### config.mk
export PLATFORM = sky130hd
export DESIGN_NAME = output_writeback_scheduler
export DESIGN_NICKNAME = d
export VERILOG_FILES = /design/src/rtl/output_bram_pkg.sv /design/src/rtl/output_bram_addr_gen.sv /design/src/rtl/output_writeback_scheduler.sv
export SDC_FILE = /design/constraint.sdc
export NUM_CORES = 1
export LEC_CHECK = 0
export ABC_AREA = 1
export CORE_MARGIN = 1.5
export CORE_UTILIZATION = 62
export DETAILED_ROUTE_END_ITERATION = 7
export GPL_TIMING_DRIVEN = 1
export PLACE_DENSITY = 0.86
export SLEW_MARGIN = 15
export SYNTH_ARGS = -nofsm -noshare
export SYNTH_HDL_FRONTEND = slang
export SYNTH_SLANG_ARGS = --single-unit
### constraint.sdc
create_clock -name i_clk -period 19.31 [get_ports i_clk]
set_clock_uncertainty 0.2 [all_clocks]
set_input_delay 3.862 -clock i_clk [delete_from_list [all_inputs] [get_ports i_clk]]
set_output_delay 3.862 -clock i_clk [all_outputs]
set_load 0.03 [all_outputs]
### src/rtl/output_bram_pkg.sv
// Shared definitions for the output BRAM write-back path: scheduler state
// encoding, bank-index width and the bank/address mapping used by both sides.
package output_bram_pkg;

  typedef enum logic [1:0] {
    ST_IDLE = 2'd0,
    ST_RUN  = 2'd1,
    ST_LAST = 2'd2,
    ST_DONE = 2'd3
  } wb_state_e;

  localparam int OUTPUT_BRAM_NUM_DFLT  = 4;
  localparam int OUTPUT_BANK_IDX_WIDTH = $clog2(OUTPUT_BRAM_NUM_DFLT);
  localparam int MAP_WIDTH             = 32;

  typedef struct packed {
    logic [MAP_WIDTH-1:0] bank;
    logic [MAP_WIDTH-1:0] addr;
  } bram_loc_t;

  // Channel offset d interleaves across banks; each bank group holds a full
  // row*col plane, so callers truncate the result to their address width.
  function automatic bram_loc_t bram_map(
    input logic [MAP_WIDTH-1:0] d,
    input logic [MAP_WIDTH-1:0] r,
    input logic [MAP_WIDTH-1:0] c,
    input logic [MAP_WIDTH-1:0] row,
    input logic [MAP_WIDTH-1:0] col,
    input int                   bank_bits
  );
    bram_loc_t            loc;
    logic [MAP_WIDTH-1:0] mask;
    mask     = (MAP_WIDTH'(1) << bank_bits) - MAP_WIDTH'(1);
    loc.bank = d & mask;
    loc.addr = (d >> bank_bits) * row * col + r * col + c;
    return loc;
  endfunction

endpackage

### src/rtl/output_bram_addr_gen.sv
// Combinational bank/address mapping for one output beat; the caller
// registers the results.
module output_bram_addr_gen
  import output_bram_pkg::*;
#(
  parameter int OUTPUT_CHANNEL_WIDTH      = 8,
  parameter int OUTPUT_ROW_WIDTH          = 6,
  parameter int OUTPUT_COL_WIDTH          = 6,
  parameter int OUTPUT_BRAM_NUM           = 4,
  parameter int OUTPUT_BRAM_ADDRESS_WIDTH = 11,
  parameter int BANK_W                    = 2
) (
  input  logic [OUTPUT_CHANNEL_WIDTH-1:0]      i_d,
  input  logic [OUTPUT_ROW_WIDTH-1:0]          i_r,
  input  logic [OUTPUT_COL_WIDTH-1:0]          i_c,
  input  logic [OUTPUT_ROW_WIDTH-1:0]          i_row,
  input  logic [OUTPUT_COL_WIDTH-1:0]          i_col,
  output logic [BANK_W-1:0]                    o_bank,
  output logic [OUTPUT_BRAM_ADDRESS_WIDTH-1:0] o_addr
);

  localparam int BANK_BITS = $clog2(OUTPUT_BRAM_NUM);

  bram_loc_t loc;
  logic      unused_map_bits;

  always_comb begin
    loc = bram_map(MAP_WIDTH'(i_d), MAP_WIDTH'(i_r), MAP_WIDTH'(i_c),
                   MAP_WIDTH'(i_row), MAP_WIDTH'(i_col), BANK_BITS);
    o_bank = loc.bank[BANK_W-1:0];
    o_addr = loc.addr[OUTPUT_BRAM_ADDRESS_WIDTH-1:0];
    // Upper bits fall outside the bank array by construction.
    unused_map_bits = ^{loc.bank[MAP_WIDTH-1:BANK_W],
                        loc.addr[MAP_WIDTH-1:OUTPUT_BRAM_ADDRESS_WIDTH]};
  end

endmodule

### src/rtl/output_writeback_scheduler.sv
// Writes one output tile's PE result stream (channel, then column, then row)
// into the interleaved output BRAM banks and reports completion.
module output_writeback_scheduler
  import output_bram_pkg::*;
#(
  parameter int OUTPUT_CHANNEL_WIDTH      = 8,
  parameter int OUTPUT_ROW_WIDTH          = 6,
  parameter int OUTPUT_COL_WIDTH          = 6,
  parameter int OUTPUT_BRAM_NUM           = OUTPUT_BRAM_NUM_DFLT,
  parameter int OUTPUT_BRAM_DEPTH         = 1152,
  parameter int OUTPUT_BRAM_ADDRESS_WIDTH = $clog2(OUTPUT_BRAM_DEPTH),
  parameter int DATA_WIDTH                = 16
) (
  input  logic                                 i_clk,
  input  logic                                 i_rst_n,
  input  logic                                 i_start,
  input  logic [OUTPUT_CHANNEL_WIDTH-1:0]      i_channel_start,
  input  logic [OUTPUT_CHANNEL_WIDTH-1:0]      i_channel_end,
  input  logic [OUTPUT_ROW_WIDTH-1:0]          i_row,
  input  logic [OUTPUT_COL_WIDTH-1:0]          i_col,
  input  logic                                 i_data_valid,
  input  logic [DATA_WIDTH-1:0]                i_data,
  output logic                                 o_data_ready,
  output logic [OUTPUT_BRAM_NUM-1:0]           o_bram_we,
  output logic [OUTPUT_BRAM_ADDRESS_WIDTH-1:0] o_bram_addr,
  output logic [DATA_WIDTH-1:0]                o_bram_wdata,
  output logic                                 o_busy,
  output logic                                 o_done,
  output logic                                 o_cfg_err
);

  localparam int BANK_W = (OUTPUT_BRAM_NUM > 1) ? $clog2(OUTPUT_BRAM_NUM) : 1;

  wb_state_e state_q, state_d;

  logic [OUTPUT_CHANNEL_WIDTH-1:0]      ch_start_q, ch_start_d;
  logic [OUTPUT_CHANNEL_WIDTH-1:0]      ch_end_q, ch_end_d;
  logic [OUTPUT_ROW_WIDTH-1:0]          row_q, row_d;
  logic [OUTPUT_COL_WIDTH-1:0]          col_q, col_d;
  logic                                 cfg_err_q, cfg_err_d;
  logic [OUTPUT_CHANNEL_WIDTH-1:0]      ch_q, ch_d;
  logic [OUTPUT_ROW_WIDTH-1:0]          r_q, r_d;
  logic [OUTPUT_COL_WIDTH-1:0]          c_q, c_d;
  logic [OUTPUT_BRAM_NUM-1:0]           bram_we_q, bram_we_d;
  logic [OUTPUT_BRAM_ADDRESS_WIDTH-1:0] bram_addr_q, bram_addr_d;
  logic [DATA_WIDTH-1:0]                bram_wdata_q, bram_wdata_d;

  logic                                 start_accept;
  logic                                 cfg_bad;
  logic                                 data_ready;
  logic                                 beat_accept;
  logic                                 ch_wrap;
  logic                                 c_wrap;
  logic                                 last_beat;
  logic [OUTPUT_CHANNEL_WIDTH-1:0]      ch_delta;
  logic [BANK_W-1:0]                    map_bank;
  logic [OUTPUT_BRAM_ADDRESS_WIDTH-1:0] map_addr;

  assign start_accept = (state_q == ST_IDLE) && i_start;
  assign cfg_bad      = (i_row == '0) || (i_col == '0) ||
                        (i_channel_end < i_channel_start);
  assign beat_accept  = i_data_valid && data_ready;
  assign ch_wrap      = (ch_q == ch_end_q);
  assign c_wrap       = (c_q == col_q - 1'b1);
  assign last_beat    = ch_wrap && c_wrap && (r_q == row_q - 1'b1);
  assign ch_delta     = ch_q - ch_start_q;

  output_bram_addr_gen #(
    .OUTPUT_CHANNEL_WIDTH      (OUTPUT_CHANNEL_WIDTH),
    .OUTPUT_ROW_WIDTH          (OUTPUT_ROW_WIDTH),
    .OUTPUT_COL_WIDTH          (OUTPUT_COL_WIDTH),
    .OUTPUT_BRAM_NUM           (OUTPUT_BRAM_NUM),
    .OUTPUT_BRAM_ADDRESS_WIDTH (OUTPUT_BRAM_ADDRESS_WIDTH),
    .BANK_W                    (BANK_W)
  ) u_addr_gen (
    .i_d    (ch_delta),
    .i_r    (r_q),
    .i_c    (c_q),
    .i_row  (row_q),
    .i_col  (col_q),
    .o_bank (map_bank),
    .o_addr (map_addr)
  );

  // NOTE: sequential state uses non-blocking assignments so every flop
  // samples the pre-edge value of every other flop.
  always_ff @(posedge i_clk or negedge i_rst_n) begin
    if (!i_rst_n) begin
      state_q <= ST_IDLE;
    end else begin
      state_q <= state_d;
    end
  end

  always_comb begin
    state_d = state_q;
    unique case (state_q)
      ST_IDLE: if (i_start) state_d = cfg_bad ? ST_DONE : ST_RUN;
      ST_RUN:  if (beat_accept && last_beat) state_d = ST_LAST;
      ST_LAST: state_d = ST_DONE;
      ST_DONE: state_d = ST_IDLE;
      default: state_d = ST_IDLE;
    endcase
  end

  always_comb begin
    data_ready = (state_q == ST_RUN);
    o_busy     = (state_q != ST_IDLE);
    o_done     = (state_q == ST_DONE);
    o_cfg_err  = (state_q == ST_DONE) && cfg_err_q;
  end

  assign o_data_ready = data_ready;

  // NOTE: every always_comb target gets a default first so no path leaves
  // it unassigned and infers a latch.
  always_comb begin
    ch_start_d   = ch_start_q;
    ch_end_d     = ch_end_q;
    row_d        = row_q;
    col_d        = col_q;
    cfg_err_d    = cfg_err_q;
    ch_d         = ch_q;
    r_d          = r_q;
    c_d          = c_q;
    bram_we_d    = '0;
    bram_addr_d  = bram_addr_q;
    bram_wdata_d = bram_wdata_q;

    if (start_accept) begin
      ch_start_d = i_channel_start;
      ch_end_d   = i_channel_end;
      row_d      = i_row;
      col_d      = i_col;
      cfg_err_d  = cfg_bad;
      ch_d       = i_channel_start;
      r_d        = '0;
      c_d        = '0;
    end else if (beat_accept) begin
      bram_we_d[map_bank] = 1'b1;
      bram_addr_d         = map_addr;
      bram_wdata_d        = i_data;
      // Raster advance: channel fastest, then column, then row.
      if (ch_wrap) begin
        ch_d = ch_start_q;
        if (c_wrap) begin
          c_d = '0;
          r_d = r_q + 1'b1;
        end else begin
          c_d = c_q + 1'b1;
        end
      end else begin
        ch_d = ch_q + 1'b1;
      end
    end
  end

  always_ff @(posedge i_clk or negedge i_rst_n) begin
    if (!i_rst_n) begin
      ch_start_q   <= '0;
      ch_end_q     <= '0;
      row_q        <= '0;
      col_q        <= '0;
      cfg_err_q    <= 1'b0;
      ch_q         <= '0;
      r_q          <= '0;
      c_q          <= '0;
      bram_we_q    <= '0;
      bram_addr_q  <= '0;
      bram_wdata_q <= '0;
    end else begin
      ch_start_q   <= ch_start_d;
      ch_end_q     <= ch_end_d;
      row_q        <= row_d;
      col_q        <= col_d;
      cfg_err_q    <= cfg_err_d;
      ch_q         <= ch_d;
      r_q          <= r_d;
      c_q          <= c_d;
      bram_we_q    <= bram_we_d;
      bram_addr_q  <= bram_addr_d;
      bram_wdata_q <= bram_wdata_d;
    end
  end

  assign o_bram_we    = bram_we_q;
  assign o_bram_addr  = bram_addr_q;
  assign o_bram_wdata = bram_wdata_q;

endmodule

Word level (Yosys, flattened, before mapping)
Cells that the tools add are included.

operators by class
  equality and inequality tests = 8
  multiply operators = 3
  bitwise gates (word level) = 1
  reductions and logical operators = 20
  muxes and demuxes = 19
  add/sub/neg operators = 8
  order comparisons = 3

operators with widths
  kind                                                                          count
  6-bit two-way mux                                                             8
  8-bit two-way mux                                                             3
  6-bit by 1-bit adder with 6-bit output, second input constant                 2
  6-bit == test                                                                 2
  6-bit logical NOT                                                             2
  12-bit by 6-bit multiplier with 11-bit output                                 1
  6-bit by 6-bit multiplier with 12-bit output                                  1
  6-bit by 1-bit subtractor with 6-bit output, second input constant            2
  11-bit adder                                                                  1
  11-bit by 6-bit adder with 11-bit output                                      1
  6-bit by 6-bit multiplier with 11-bit output                                  1
  8-bit by 1-bit adder with 8-bit output, second input constant                 1
  8-bit == test                                                                 1
  8-bit less-than comparator                                                    1
  4-bit two-way mux                                                             2
  2-bit case mux with 4 select lines                                            1
  2-bit nonzero test                                                            4
  8-bit subtractor                                                              1
  1-bit logical AND                                                             7
  2-bit two-way mux                                                             3
  2-bit AND reduction                                                           3
  2-bit == test, second input constant                                          2
  2-bit by 3-bit less-than comparator with 1-bit output, second input constant  1
  3-bit AND reduction                                                           1
  9 further kinds                                                               10

storage, ports and cells
  output and inout bits = 35
  flip-flop bits (word level) = 82
  logic and storage cells = 74

Logic depth before layout (Yosys ltp)
  depth after elaboration = 7
  gate-level depth with buffers = 45
  depth with buffers taken out = 45

Modules after synthesis
From an unflattened synthesis, not the netlist that was laid out.

second synthesis, totals
  cell total of the unflattened synthesis = 1201
  area, all modules = 8737.1 µm²

modules (own cells, without submodules)
  module                      instances  cells an instance  area an instance (µm²)
  output_writeback_scheduler  1          612                4596.9
  output_bram_addr_gen        1          589                4140.2

Worst setup path after synthesis
OpenSTA, ideal clock, no wires.

  path type = register to register
  start = register ch_q[0]
  end = register bram_addr_q[10] (netlist: o_bram_addr[10])
  stages on the path, launching flop included = 43
  data arrival time = 7.787 ns
  clock period less this slack = 8.105 ns
  setup slack = 11.205 ns
  path buffers = 0
  path through = dfrtp_1 inv_2 ha_1 fa_1 o21ai_0 nand2_1 nand2_1 a21oi_1 xor2_1 nor2_1 fa_1 inv_1 fa_1 fa_1 inv_1 ha_1 nand3_1 nand3_1 [7 not listed] inv_1 ha_1 inv_1 fa_1 fa_1 fa_1 inv_1 ha_1 a21oi_1 o21ai_0 a31oi_1 inv_1 nand4_1 nand2_1 inv_1 nand3_1 nand3_1 nand2_1

between the ends
  word-level cells in the longest chain between the ends = 5

RTL lines
  element                                        line                               text
  start: declaration                             output_writeback_scheduler.sv:41   logic [OUTPUT_CHANNEL_WIDTH-1:0] ch_q, ch_d;
  start signal: assignment                       output_writeback_scheduler.sv:177  ch_q <= ch_d;
  8-bit subtractor                               output_writeback_scheduler.sv:66   assign ch_delta = ch_q - ch_start_q;
  6-bit by 6-bit multiplier with 12-bit output   output_bram_pkg.sv:35              loc.addr = (d >> bank_bits) * row * col + r * col + c;
  12-bit by 6-bit multiplier with 11-bit output  output_bram_pkg.sv:35
  11-bit adder                                   output_bram_pkg.sv:35
  11-bit by 6-bit adder with 11-bit output       output_bram_pkg.sv:35
  end signal: assignment                         output_writeback_scheduler.sv:181  bram_addr_q <= bram_addr_d;
  end: declaration                               output_writeback_scheduler.sv:45   logic [OUTPUT_BRAM_ADDRESS_WIDTH-1:0] bram_addr_q, bram_addr_d;

No other way between the ends.
A chain may end at the register's enable or synchronous reset.

Worst setup path in the final report
Ends and elaborated chain as after synthesis.

==> impl_metrics.yaml <==
logic_synthesis:
  synth_top_area_frac: 0.246
  synth.top_cells.by_area: "dfrtp_1, fa_1, nand2_1"
  synth_warnings: 0
  syn-num-nets: 1285
  synth-seq-cells: 82
  synthCells: 1081
  syn_area_um2: 8350
  synth_cell_types: 48
  synth_area_per_cell_um2: 7.72
  synth_top_area_cell: "dfrtp_1"
  seq_area_frac_synth: 0.246
place:
  placed_area_um2: 9320
  dp_hpwl_um: 15200
  numPortBuffers: 82
  place_congestion: 0.904
clocking:
  clockBufferDepth: 2
  clock_latency_ns: 0.35
  post_cts_buffers: 0
  tritoncts: "yes"
  post_cts_resized: 0
  clock-root-buffer: "clkbuf_16"
  cts_made_buffers: 9
  clk_pin_slew_ns: 0.08
  ctsHoldBuffers: 0
  htree_num_levels: 3
  cts_num_sinks: 82
setup_path:
  slowest_delay_ns: 0.55
  cp.required_ns: 19.36
  path_buf_inv: 8
  worst-path-max-fanout: 6
  crit_slowest_cell: "fa_1"
  start_kind: "flop"
  reg2reg_depth: 42
  worst_r2r_endpoint: "o_bram_addr[10]$_DFFE_PN0P_"
  critical_path.startpoint: "ch_q[0]$_DFFE_PN0P_"
  reg2reg_setup_slack_ns: 10.48
  crit_arrival_ns: 8.88
  reg2reg_from: "ch_q[0]$_DFFE_PN0P_"
  critPathCaptureType: "flop"
  critPathKind: "reg -> reg"
  cp_top_family: "adder cells"
grt:
  grt_usage: 0.300
  grt_max_degree: 78
  grt_pass1_wl_um: 33900
  antenna_found_initial: 0
  grt_pass1_vias: 7367
  grt_overflow: 0
floorplan:
  die_x_um: 119
  pin_count: 83
  die_h_um: 119
  start_util: 0.633
  core-area_um2: 13200
  fp.dieArea_um2: 14200
  rows: 42
timing:
  final-max-slew-violation-count: 0
  tns_ns: 0
  final.period_utilization: 0.457
  finalHoldViolations: 0
  slew_headroom: 0.332
  fmax_ghz: 0.113
  grt_setup_unrepaired: "no"
  finalSetupViolCount: 0
  fin_crit_ns: 8.83
  worst_pin_slew_ns: 1.00
route:
  first_pass_iters: 5
  postRouteAntennaNets: 0
  vias_per_cell: 5.36
  remaining_drc_errors: 0
  route.detailed.wl_per_inst_um: 15.0
  routed_wl_um: 20000
  vias: 7150
  drtIter0Drc: 418
finish:
  drive_gt1_frac: 0.0440
  fin_nets: 1357
  diodes: 0
  final_cell_area_um2: 9620
  area_growth_pct: 15.3
worst_hold_path:
  min_delay_path_depth: 2
  worst_hold_path_type: "reg -> reg"
  hold_start: "o_bram_addr[0]$_DFFE_PN0P_"
  whs_endpoint: "o_bram_addr[0]$_DFFE_PN0P_"
job:
  cap_violations: 0
status:
  run_status: "complete, no violations"
state kept, by name, indices dropped and copies added, names as in the netlist:
| signal | flops |
|---|---|
| c_q | 6 |
| ch_start_q | 8 |
| row_q | 6 |
| cfg_err_q | 1 |
| o_bram_wdata | 16 |
| state_q | 2 |
| o_bram_addr | 11 |
| r_q | 6 |
| col_q | 6 |
| ch_q | 8 |
| o_bram_we | 4 |
| ch_end_q | 8 |
Yosys cell counts, drive strengths merged:
master,n
nand2,298
inv,233
dfrtp,82
ha,80
fa,76
nor2,61
nand3,45
o21ai,44
a21oi,28
clkbuf,23
xor2,23
xnor2,18
or2,13
nor3,10
nand4,7
nand3b,6
o22ai,4
o211ai,3
o21a,3
o221ai,3
o31ai,3
a22oi,2
buf,2
clkinv,2
nor4,2
a211oi,1
a21o,1
a221oi,1
a31o,1
a31oi,1
a41oi,1
and2,1
nor3b,1
o2111ai,1
o21bai,1
through the flow:
step                std cells  hold WS [ns]  utilization  setup slack, ns
floorplan                1081         0.249            -            11.21
global placement         1318         0.254        0.707            10.84
detailed placement       1318         0.259        0.707            10.59
CTS                      1334         0.275        0.730            10.56
global route             1334         0.306        0.730             9.84
finish                   1334         0.272        0.730            10.48
routing by layer:
| layer | share of wire | GRT usage | wire [um] |
|---|---|---|---|
| met5 | 0 | 0 | 0 |
| met4 | 0.035 | 0.136 | 691 |
| met3 | 0.056 | 0.0460 | 1130 |
| met2 | 0.50 | 0.525 | 10100 |
| met1 | 0.40 | 0.365 | 8070 |
layout make-up:
cell class                 instances  area, um2
multi-input combinational        739       5320
fill                             957       3570
sequential                        82       2050
inverter                         235        885
timing repair buffer              86        848
clock buffer                       9        225
tap                              176        220
clock inverter                     7       76.3
worst max-delay path by stage:
| stage | to | cells after the start |
|---|---|---|
| 5_1_grt | o_bram_addr[10]$_DFFE_PN0P_ | 42 |
| 3_3_place_gp | o_bram_addr[10]$_DFFE_PN0P_ | 42 |
| 2_1_floorplan | o_bram_addr[10]$_DFFE_PN0P_ | 42 |
| 4_1_cts | o_bram_addr[10]$_DFFE_PN0P_ | 42 |
| 3_5_place_dp | o_bram_addr[10]$_DFFE_PN0P_ | 42 |
| 6_report | o_bram_addr[10]$_DFFE_PN0P_ | 42 |
cells in the final DEF, fill, tap and decap left out, types with 2 or more instances in the layout:
cell             instances
ha_1                    80
nand3_1                 44
xnor2_1                 17
nand2_2                  4
o221ai_1                 3
nor2_2                   2
inv_6                    2
clkbuf_16                9
a22oi_1                  2
buf_4                    5
nor2_1                  57
o211ai_1                 3
xor2_1                  23
fa_1                    76
nor3_1                  10
dfrtp_1                 82
a21oi_1                 28
inv_1                  225
o22ai_1                  4
nor2_4                   2
o21ai_0                 43
o21a_1                   3
nand2_1                294
nand3b_1                 4
clkdlybuf4s50_1         81
nor4_1                   2
inv_2                    7
clkinv_1                 2
or2_1                    3
or2_2                    9
o31ai_1                  3
nand4_1                  7
inv_8                    3
cells by family after synthesis:
logic type | synth area share
DFF | 0.246
and+or+nand+nor | 0.224
AOI/OAI and AO/OA | 0.0668
adders and majority gates | 0.302
xor gates and xnor gates | 0.0439
buffers and inverters | 0.117
tightest hold or removal path, cell delays in order (launching register included):
cell and delay (ns):
dfrtp_1 0.34, nand2_1 0.05, nand2_1 0.05
Power is left out: the tool's default activity adds up to more than one toggle a clock period on the data nets, which glitch-free logic cannot reach.
==> edit: new RTL, config.mk and constraints unchanged <==
Re-encode `wb_state_e` (4 states) as Gray code, 2 bits wide.
--- a/src/rtl/output_bram_pkg.sv
+++ b/src/rtl/output_bram_pkg.sv
@@ -3,10 +3,10 @@
 package output_bram_pkg;
 
   typedef enum logic [1:0] {
-    ST_IDLE = 2'd0,
-    ST_RUN  = 2'd1,
-    ST_LAST = 2'd2,
-    ST_DONE = 2'd3
+    ST_IDLE = 2'b00,
+    ST_RUN  = 2'b01,
+    ST_LAST = 2'b11,
+    ST_DONE = 2'b10
   } wb_state_e;
 
   localparam int OUTPUT_BRAM_NUM_DFLT  = 4;
Check against the original RTL: no difference found for any inputs over 4 cycles, from zero or initial values and one cycle with i_rst_n low; so few cycles prove little.
==> edit against the unedited design <==
Maximum frequency about the same; wire length decreased by 1.7%; core utilization decreased by 0.31 points; cell area about the same; setup slack improved by 0.0024 ns; synthesized area increased by 0.37%; critical path depth increased by 2; sequential cell count unchanged; count of clock-buffer cells in the layout unchanged; sequential share of layout area about the same; critical endpoint unchanged; largest cell class unchanged.
Power is not shown: default switching activity piles up to over one toggle a cycle in this logic, so the estimate is an artifact.
==> edit: results <==
set metrics [dict create \
    place_ws_ns 10.62 \
    netlist_area_mm2 0.00838 \
    tightest_slew_ns 0.768 \
    min-delay-start "o_bram_wdata[12]" \
    placed_area_mm2 0.00930 \
    gp_congestion 0.902 \
    synth-seq-area-share_pct 24.5 \
    met1_length_mm 7.88 \
    use_met3_pct 4.84 \
    wl_mm 19.6 \
    grt_pass1_wl_mm 33.7 \
    dr_wl_met2_mm 10.1 \
    cp_data_arrival_time_ns 8.87 \
    outcome "complete, no violations" \
    use_met1_pct 35.7 \
    syn_nets 1300 \
    vias 7157 \
    antenna_cells 0 \
    use_met2_pct 53.1 \
    drive_gt1_share_pct 3.76 \
    num-fill-cells 1014 \
    synth_area_leaders "dfrtp_1, fa_1, nand2_1" \
    path_max_fanout 8 \
    routed-wl-met3_mm 1.03 \
    cts_resized 0 \
    synthFlopType "dfrtp_1" \
    grt.total_usage_pct 29.6 \
    fin_nets 1365 \
    dr.pass1.iters 6 \
    synth_edf_count 0 \
    reg2reg_from "ch_q[0]" \
    dpl.hpwl_mm 15.0 \
    h-tree-depth 3 \
    grt_max_degree 83 \
    drtIter0Drc 451 \
    synth_cell_types 40 \
    clkLatencyLatePin_ns 0.35 \
]
-- edit: cell types whose count changed in the layout (fill, tap and decap cells not counted), moves of 5 or more --
cell	change
nor2_1	+6
ha_1	-5
a21oi_1	-6
nand2_1	+16
inv_1	+12
-- edit: stage by stage --
| stage | std cells | util [%] |
|---|---|---|
| floorplan | 1101 | - |
| global placement | 1331 | 70.2 |
| detailed placement | 1331 | 70.2 |
| CTS | 1347 | 72.6 |
| global route | 1347 | 72.7 |
| finish | 1347 | 72.7 |
-- edit: logic make-up after synthesis --
group                    after synthesis  synth area share (%)
AND/OR/NAND/NOR                      461                  23.0
AO/OA/AOI/OAI                         92                  6.15
flip-flops                            82                  24.5
adder cells (fa/ha/maj)              151                  29.4
XOR/XNOR                              43                  4.58
buffers and inverters                272                  12.5
-- edit: area by class of cell --
cell class	count	area (um2)	area share, %
clock inverters	7	92.6	0.962
inverters	242	911	9.47
flip-flops and latches	82	2050	21.3
clock buffers	9	225	2.34
repair buffers	84	837	8.70
multi-input cells	747	5280	54.9
well taps	176	220	2.29
-- edit: path summary, 6_finish.rpt --
kind	endpoint	slack (ns)	cells after the start
setup / recovery	o_bram_addr[10]	10.48	44
setup reg to reg	o_bram_addr[10]	10.48	44
min in group asynchronous	o_bram_wdata[4]	3.35	1
hold / removal	o_bram_wdata[12]	0.28	2
hold reg to reg	o_bram_wdata[12]	0.28	2
max in group asynchronous	col_q[0]	15.03	1
-- edit: worst max-delay path: cells and delay by family (launching register included) --
| kind | cells | cell delay [ns] |
|---|---|---|
| buffers and inverters | 10 | 0.59 |
| flip-flops | 1 | 0.38 |
| AO/OA/AOI/OAI | 2 | 0.29 |
| XOR/XNOR | 2 | 0.57 |
| adder cells (fa/ha/maj) | 12 | 5.15 |
| AND/OR/NAND/NOR | 18 | 1.54 |
